===== config.mk =====
export PLATFORM = sky130hd
export DESIGN_NAME = tag_sync_flat
export DESIGN_NICKNAME = d
export VERILOG_FILES = /design/src/rtl/tag_sync_if.sv /design/src/rtl/tag_sync.sv /design/src/flat_wrapper.sv
export SDC_FILE = /design/constraint.sdc
export NUM_CORES = 1
export LEC_CHECK = 0
export BUFFER_PORTS_ARGS = -buffer_cell sky130_fd_sc_hd__buf_2
export CAP_MARGIN = 20
export CORE_AREA = 4 4 41 43
export DETAILED_ROUTE_END_ITERATION = 10
export DIE_AREA = 0 0 45 47
export MAX_ROUTING_LAYER = met4
export PLACE_DENSITY_LB_ADDON = 0.25
export SETUP_SLACK_MARGIN = 0.02
export SLEW_MARGIN = 20
export SYNTH_ARGS = -nofsm -noshare
export SYNTH_HDL_FRONTEND = slang
export SYNTH_SLANG_ARGS = --single-unit

===== constraint.sdc =====
create_clock -name clk -period 1.35 [get_ports clk]
set_clock_uncertainty 0.1 [all_clocks]
set_input_delay 0.27 -clock clk [delete_from_list [all_inputs] [get_ports clk]]
set_output_delay 0.27 -clock clk [all_outputs]
set_load 0.01 [all_outputs]

===== src/rtl/tag_sync_if.sv =====
// tag_sync_if : tag-controller bus (upstream request, per-slot status/strobes, stage engines)
// rev 1.0
`default_nettype none

interface tag_sync_if #(
   parameter int NUM_TAG = 2,
   parameter int TAG_W   = $clog2(NUM_TAG)
);
   logic               tag_req;
   logic               tag_reuse;
   logic               tag_flush;
   logic               tag_ready;
   logic               tag_done;
   logic [TAG_W-1:0]   alloc_tag;
   logic [NUM_TAG-1:0] slot_tag_req;
   logic [NUM_TAG-1:0] slot_tag_reuse;
   logic [NUM_TAG-1:0] slot_tag_flush;
   logic [NUM_TAG-1:0] slot_free;
   logic [NUM_TAG-1:0] slot_ldmem_ready;
   logic [NUM_TAG-1:0] slot_compute_ready;
   logic [NUM_TAG-1:0] slot_stmem_ready;
   logic [NUM_TAG-1:0] slot_next_compute;
   logic [TAG_W-1:0]   ldmem_tag;
   logic [TAG_W-1:0]   compute_tag;
   logic [TAG_W-1:0]   stmem_tag;
   logic               ldmem_tag_ready;
   logic               compute_tag_ready;
   logic               stmem_tag_ready;
   logic               ldmem_tag_done;
   logic               compute_tag_done;
   logic               stmem_tag_done;
   logic [NUM_TAG-1:0] slot_ldmem_done;
   logic [NUM_TAG-1:0] slot_compute_done;
   logic [NUM_TAG-1:0] slot_stmem_done;

   modport slave (
      input  tag_req, tag_reuse, tag_flush,
      input  slot_free, slot_ldmem_ready, slot_compute_ready, slot_stmem_ready, slot_next_compute,
      input  ldmem_tag_done, compute_tag_done, stmem_tag_done,
      output tag_ready, tag_done, alloc_tag,
      output slot_tag_req, slot_tag_reuse, slot_tag_flush,
      output ldmem_tag, compute_tag, stmem_tag,
      output ldmem_tag_ready, compute_tag_ready, stmem_tag_ready,
      output slot_ldmem_done, slot_compute_done, slot_stmem_done
   );

   modport master (
      output tag_req, tag_reuse, tag_flush,
      output slot_free, slot_ldmem_ready, slot_compute_ready, slot_stmem_ready, slot_next_compute,
      output ldmem_tag_done, compute_tag_done, stmem_tag_done,
      input  tag_ready, tag_done, alloc_tag,
      input  slot_tag_req, slot_tag_reuse, slot_tag_flush,
      input  ldmem_tag, compute_tag, stmem_tag,
      input  ldmem_tag_ready, compute_tag_ready, stmem_tag_ready,
      input  slot_ldmem_done, slot_compute_done, slot_stmem_done
   );
endinterface

`default_nettype wire


===== src/rtl/tag_sync.sv =====
// tag_sync : round-robin tag slot allocator with ldmem/compute/stmem pointers and done decode
// rev 1.0
`default_nettype none

module tag_sync #(
   parameter int NUM_TAG = 2,
   parameter int TAG_W   = $clog2(NUM_TAG)
) (
   input  logic        clk,
   input  logic        reset,
   tag_sync_if.slave   bus
);
   localparam logic [NUM_TAG-1:0] C_ONE_HOT_0 = NUM_TAG'(1);
   localparam logic [TAG_W-1:0]   C_LAST_IDX  = TAG_W'(NUM_TAG - 1);

   function automatic logic [TAG_W-1:0] wrap_inc(input logic [TAG_W-1:0] ptr);
      return (ptr == C_LAST_IDX) ? '0 : ptr + 1'b1;
   endfunction

   logic [TAG_W-1:0] r_alloc_tag;
   logic [TAG_W-1:0] r_last_tag;
   logic             r_last_valid;
   logic [TAG_W-1:0] r_ldmem_tag;
   logic [TAG_W-1:0] r_compute_tag;
   logic [TAG_W-1:0] r_stmem_tag;

   logic w_accept;
   logic w_ld_fire;
   logic w_cp_fire;
   logic w_st_fire;
   logic w_cp_advance;

   assign bus.tag_ready = bus.slot_free[r_alloc_tag];
   assign w_accept      = bus.tag_req && bus.tag_ready;
   assign bus.tag_done  = (&bus.slot_free) && !w_accept;
   assign bus.alloc_tag = r_alloc_tag;

   // A reuse colliding with an accepted request is dropped; flush always targets the previous slot.
   assign bus.slot_tag_req   = w_accept ? (C_ONE_HOT_0 << r_alloc_tag) : '0;
   assign bus.slot_tag_reuse = (bus.tag_reuse && r_last_valid && !w_accept) ? (C_ONE_HOT_0 << r_last_tag) : '0;
   assign bus.slot_tag_flush = (bus.tag_flush && r_last_valid) ? (C_ONE_HOT_0 << r_last_tag) : '0;

   assign bus.ldmem_tag         = r_ldmem_tag;
   assign bus.compute_tag       = r_compute_tag;
   assign bus.stmem_tag         = r_stmem_tag;
   assign bus.ldmem_tag_ready   = bus.slot_ldmem_ready[r_ldmem_tag];
   assign bus.compute_tag_ready = bus.slot_compute_ready[r_compute_tag];
   assign bus.stmem_tag_ready   = bus.slot_stmem_ready[r_stmem_tag];

   assign w_ld_fire    = bus.ldmem_tag_done && bus.ldmem_tag_ready;
   assign w_cp_fire    = bus.compute_tag_done && bus.compute_tag_ready;
   assign w_st_fire    = bus.stmem_tag_done && bus.stmem_tag_ready;
   // Reused slots pass through compute repeatedly; only the slot's own flushed-finish moves on.
   assign w_cp_advance = bus.slot_next_compute[r_compute_tag];

   assign bus.slot_ldmem_done   = w_ld_fire ? (C_ONE_HOT_0 << r_ldmem_tag)   : '0;
   assign bus.slot_compute_done = w_cp_fire ? (C_ONE_HOT_0 << r_compute_tag) : '0;
   assign bus.slot_stmem_done   = w_st_fire ? (C_ONE_HOT_0 << r_stmem_tag)   : '0;

   always_ff @(posedge clk or posedge reset) begin
      if (reset) begin
         r_alloc_tag   <= '0;
         r_last_tag    <= '0;
         r_last_valid  <= 1'b0;
         r_ldmem_tag   <= '0;
         r_compute_tag <= '0;
         r_stmem_tag   <= '0;
      end else begin
         if (w_accept) begin
            r_last_tag   <= r_alloc_tag;
            r_last_valid <= 1'b1;
            r_alloc_tag  <= wrap_inc(r_alloc_tag);
         end
         if (w_ld_fire) begin
            r_ldmem_tag <= wrap_inc(r_ldmem_tag);
         end
         if (w_cp_advance) begin
            r_compute_tag <= wrap_inc(r_compute_tag);
         end
         if (w_st_fire) begin
            r_stmem_tag <= wrap_inc(r_stmem_tag);
         end
      end
   end
endmodule

`default_nettype wire

===== src/flat_wrapper.sv =====
// flat-port wrapper written by rule: the top's interface ports become plain ports
module tag_sync_flat 
#(
   parameter int NUM_TAG = 2,
   parameter int TAG_W   = $clog2(NUM_TAG)
)
  (clk, reset, bus_tag_req, bus_tag_reuse, bus_tag_flush, bus_slot_free, bus_slot_ldmem_ready, bus_slot_compute_ready, bus_slot_stmem_ready, bus_slot_next_compute, bus_ldmem_tag_done, bus_compute_tag_done, bus_stmem_tag_done, bus_tag_ready, bus_tag_done, bus_alloc_tag, bus_slot_tag_req, bus_slot_tag_reuse, bus_slot_tag_flush, bus_ldmem_tag, bus_compute_tag, bus_stmem_tag, bus_ldmem_tag_ready, bus_compute_tag_ready, bus_stmem_tag_ready, bus_slot_ldmem_done, bus_slot_compute_done, bus_slot_stmem_done);
  tag_sync_if #(.NUM_TAG(NUM_TAG), .TAG_W(TAG_W)) bus_i ();
  input  logic clk;
  input  logic reset;
  input wire logic [$bits(bus_i.tag_req)-1:0] bus_tag_req;
  input wire logic [$bits(bus_i.tag_reuse)-1:0] bus_tag_reuse;
  input wire logic [$bits(bus_i.tag_flush)-1:0] bus_tag_flush;
  input wire logic [$bits(bus_i.slot_free)-1:0] bus_slot_free;
  input wire logic [$bits(bus_i.slot_ldmem_ready)-1:0] bus_slot_ldmem_ready;
  input wire logic [$bits(bus_i.slot_compute_ready)-1:0] bus_slot_compute_ready;
  input wire logic [$bits(bus_i.slot_stmem_ready)-1:0] bus_slot_stmem_ready;
  input wire logic [$bits(bus_i.slot_next_compute)-1:0] bus_slot_next_compute;
  input wire logic [$bits(bus_i.ldmem_tag_done)-1:0] bus_ldmem_tag_done;
  input wire logic [$bits(bus_i.compute_tag_done)-1:0] bus_compute_tag_done;
  input wire logic [$bits(bus_i.stmem_tag_done)-1:0] bus_stmem_tag_done;
  output wire logic [$bits(bus_i.tag_ready)-1:0] bus_tag_ready;
  output wire logic [$bits(bus_i.tag_done)-1:0] bus_tag_done;
  output wire logic [$bits(bus_i.alloc_tag)-1:0] bus_alloc_tag;
  output wire logic [$bits(bus_i.slot_tag_req)-1:0] bus_slot_tag_req;
  output wire logic [$bits(bus_i.slot_tag_reuse)-1:0] bus_slot_tag_reuse;
  output wire logic [$bits(bus_i.slot_tag_flush)-1:0] bus_slot_tag_flush;
  output wire logic [$bits(bus_i.ldmem_tag)-1:0] bus_ldmem_tag;
  output wire logic [$bits(bus_i.compute_tag)-1:0] bus_compute_tag;
  output wire logic [$bits(bus_i.stmem_tag)-1:0] bus_stmem_tag;
  output wire logic [$bits(bus_i.ldmem_tag_ready)-1:0] bus_ldmem_tag_ready;
  output wire logic [$bits(bus_i.compute_tag_ready)-1:0] bus_compute_tag_ready;
  output wire logic [$bits(bus_i.stmem_tag_ready)-1:0] bus_stmem_tag_ready;
  output wire logic [$bits(bus_i.slot_ldmem_done)-1:0] bus_slot_ldmem_done;
  output wire logic [$bits(bus_i.slot_compute_done)-1:0] bus_slot_compute_done;
  output wire logic [$bits(bus_i.slot_stmem_done)-1:0] bus_slot_stmem_done;
  assign bus_i.tag_req = bus_tag_req;
  assign bus_i.tag_reuse = bus_tag_reuse;
  assign bus_i.tag_flush = bus_tag_flush;
  assign bus_i.slot_free = bus_slot_free;
  assign bus_i.slot_ldmem_ready = bus_slot_ldmem_ready;
  assign bus_i.slot_compute_ready = bus_slot_compute_ready;
  assign bus_i.slot_stmem_ready = bus_slot_stmem_ready;
  assign bus_i.slot_next_compute = bus_slot_next_compute;
  assign bus_i.ldmem_tag_done = bus_ldmem_tag_done;
  assign bus_i.compute_tag_done = bus_compute_tag_done;
  assign bus_i.stmem_tag_done = bus_stmem_tag_done;
  assign bus_tag_ready = bus_i.tag_ready;
  assign bus_tag_done = bus_i.tag_done;
  assign bus_alloc_tag = bus_i.alloc_tag;
  assign bus_slot_tag_req = bus_i.slot_tag_req;
  assign bus_slot_tag_reuse = bus_i.slot_tag_reuse;
  assign bus_slot_tag_flush = bus_i.slot_tag_flush;
  assign bus_ldmem_tag = bus_i.ldmem_tag;
  assign bus_compute_tag = bus_i.compute_tag;
  assign bus_stmem_tag = bus_i.stmem_tag;
  assign bus_ldmem_tag_ready = bus_i.ldmem_tag_ready;
  assign bus_compute_tag_ready = bus_i.compute_tag_ready;
  assign bus_stmem_tag_ready = bus_i.stmem_tag_ready;
  assign bus_slot_ldmem_done = bus_i.slot_ldmem_done;
  assign bus_slot_compute_done = bus_i.slot_compute_done;
  assign bus_slot_stmem_done = bus_i.slot_stmem_done;
  tag_sync #(.NUM_TAG(NUM_TAG), .TAG_W(TAG_W)) u_core (.clk(clk), .reset(reset), .bus(bus_i));
endmodule

==> results.ini <==
[run_status]
status=finished, violations left
violations=setup timing

[clock_network]
cts_buffers=3
clock-root-buffer=clkbuf_4
path_clk_slew_ps=40
cts_tree=done
cts_sinks=6
cts_buffer_depth=2
clock_latency_ps=240
htree_num_levels=1

[grt]
antenna_found_initial=0
grt_pass1_wl_um=1821
grt_overflow=0
grt_max_degree=7
track_usage=0.1223
grt_pass1_vias=475

[worst_setup_path]
path_class=register to primary output
end_kind=primary output
crit_fanout=3
r2r_setup_slack_ps=-30
crit_arrival_ps=1190
start_kind=register
required_ps=980

[floorplan]
placementRows=13
die_area_um2=2115
die_w_um=45
fp.dieH_um=47
start_util=0.2721
core-area_um2=1301
ios=39

[yosys]
synth_cells=41
yosys-top-cells-area=dfrtp_1 42%, mux2_2 13%, nor2_1 8.5%
ys_warn_count=0
yosys.area_share.xor_xnor=0
synth_area_um2=354.1
synthFlopType=dfrtp_1
synth_compound_area_frac=0.07774
yosysMostFrequentCell=nor2_1
yosysSeqAreaShare=0.4240
synthAdderAreaFrac=0
avgSynthCellArea_um2=8.636
yosys.area.top_type_share=0.4240
ys_ff_latch=6
synth_top_area_cell=dfrtp_1
synth_top_family_by_area=simple AND/OR/NAND/NOR gates
ys_async_sr_fraction=1.000
synth-simple-area-share=0.3074
post_synth_num_cell_types=14
muxShareOfSynthArea=0.1272
synth_edf_count=0
synthesis.nets=59
yosys-top-cells-count=8 x nor2_1, 6 x dfrtp_1, 5 x nand2_1

[sta]
rsz0062_at_grt=yes
hold_violations=0
layout_setup_ws_ps=-211.4
min_period_ps=1561
fin_crit_sh=1.157
slew_violations=0
fmax_mhz=640.5
setup_violations=13
relSlewSlack=0.8492
tightest_slew_ps=226.0

[routing]
vias=501
drt_iter0_markers=2
drtPass1Iterations=4
wl_um=1237
vias_per_cell=4.682
ant_nets=0
wl_per_cell_um=11.56
drc=0

[layout]
final_cells=107
n_antenna_cell=0
num-fill-cells=108
syn_to_final_growth_pct=131.4
finalNetCount=112
drive_above_1_share=0.7174

[power_and_ir_drop]
ir_worst_vdd_mv=0.6112
leakagePower_nw=0.4451
cellPowerDensity_nw_per_um2=1344
total_power_mw=1.101

[place]
dp_cells=94
place_congestion=0.6582
dpl.hpwl_um=837.4
port_buffers=38

[worst_hold_path]
hold_path_class=primary input to register

[flow_run]
drv_cap=0

[placed cells by master (no fill, tap or decap), drive strengths merged]
cell type | synthesis | final
buf | 1 | 48
nor2 | 8 | 8
dfrtp | 6 | 6
nand2 | 5 | 5
mux2 | 4 | 4
a21oi | 3 | 3
and3 | 3 | 3
clkbuf | 0 | 3
inv | 3 | 3
nor4 | 2 | 2
and3b | 2 | 2
nand3 | 1 | 1
or3 | 1 | 1
a21o | 1 | 1
o21ai | 1 | 1
dlygate4sd3 | 0 | 1
[where the power goes]
part	switching, mW	internal (mW)	total, mW
sequential	0.0561	0.228	0.284
clock	0.0599	0.100	0.160
combinational	0.264	0.394	0.658
[state kept, by name, summed over array words and instances (netlist names)]
signal	flops
u_core.bus.stmem_tag	1
u_core.r_last_tag	1
u_core.bus.compute_tag	1
u_core.bus.ldmem_tag	1
u_core.r_last_valid	1
u_core.bus.alloc_tag	1
[critical path, cell delays in order (launching register included)]
cell and delay, ps:
dfrtp_1 400, buf_6 130, mux2_4 290, buf_6 120
[what timing repair did]
action / in CTS / in global routing
resized for setup: 22 / 8
endpoints found under the hold margin: 6 / 0
setup buffers: 7 / 3
setup endpoints to repair: 11 / 18
hold buffers: 1 / 0
pin swaps: 3 / 1
[cell families (layout without fill, tap and decap cells)]
| group | Yosys count | after routing |
|---|---|---|
| simple gates | 22 | 22 |
| mux | 4 | 4 |
| flops | 6 | 6 |
| compound gates | 5 | 5 |
| buf+inv | 4 | 55 |
[area by class of cell]
type | instances | area (µm²) | share of cell area
Clock buffer | 3 | 22.52 | 0.02748
Inverter | 3 | 13.76 | 0.01679
Multi-Input combinational cell | 31 | 257.7 | 0.3145
Sequential cell | 6 | 150.1 | 0.1832
Tap cell | 15 | 18.77 | 0.02290
Timing Repair Buffer | 49 | 356.6 | 0.4351
[metrics by stage]
stage	TNS [ps]	utilization	worst slack, ps	hold WS (ps)	instance area, µm²
after floorplan	0	-	41.51	-39.04	384.1
final	-1270	0.6298	-211.4	101.4	819.5
after CTS	-1249	0.5942	-203.9	99.65	773.2
after detailed placement	-0.2472	0.4529	-0.2472	93.81	589.3
after global routing	-1910	0.6298	-291.1	104.3	819.5
after global placement	0	0.4529	15.09	93.31	589.3
[worst paths after layout]
path	from	endpoint	cells past startpoint
max in group asynchronous	reset	u_core.bus.compute_tag	3
min in group asynchronous	reset	u_core.bus.alloc_tag	3
worst min register to register	u_core.r_last_valid	u_core.r_last_valid	1
worst min-delay path	bus_slot_next_compute[1]	u_core.bus.compute_tag	2
worst max register to register	u_core.bus.alloc_tag	u_core.r_last_valid	3
worst max-delay path	u_core.bus.alloc_tag	bus_tag_ready	3
[layer usage]
layer | up-vias | track usage | share of wire
met4 | 0 | 0.07018 | 0.019
met1 | 226 | 0.1181 | 0.34
met5 | - | - | 0
met3 | 5 | 0.02299 | 0.10
met2 | 26 | 0.2260 | 0.54
li1 | 244 | - | -
Note: power is estimated with default switching activity, not from simulation.
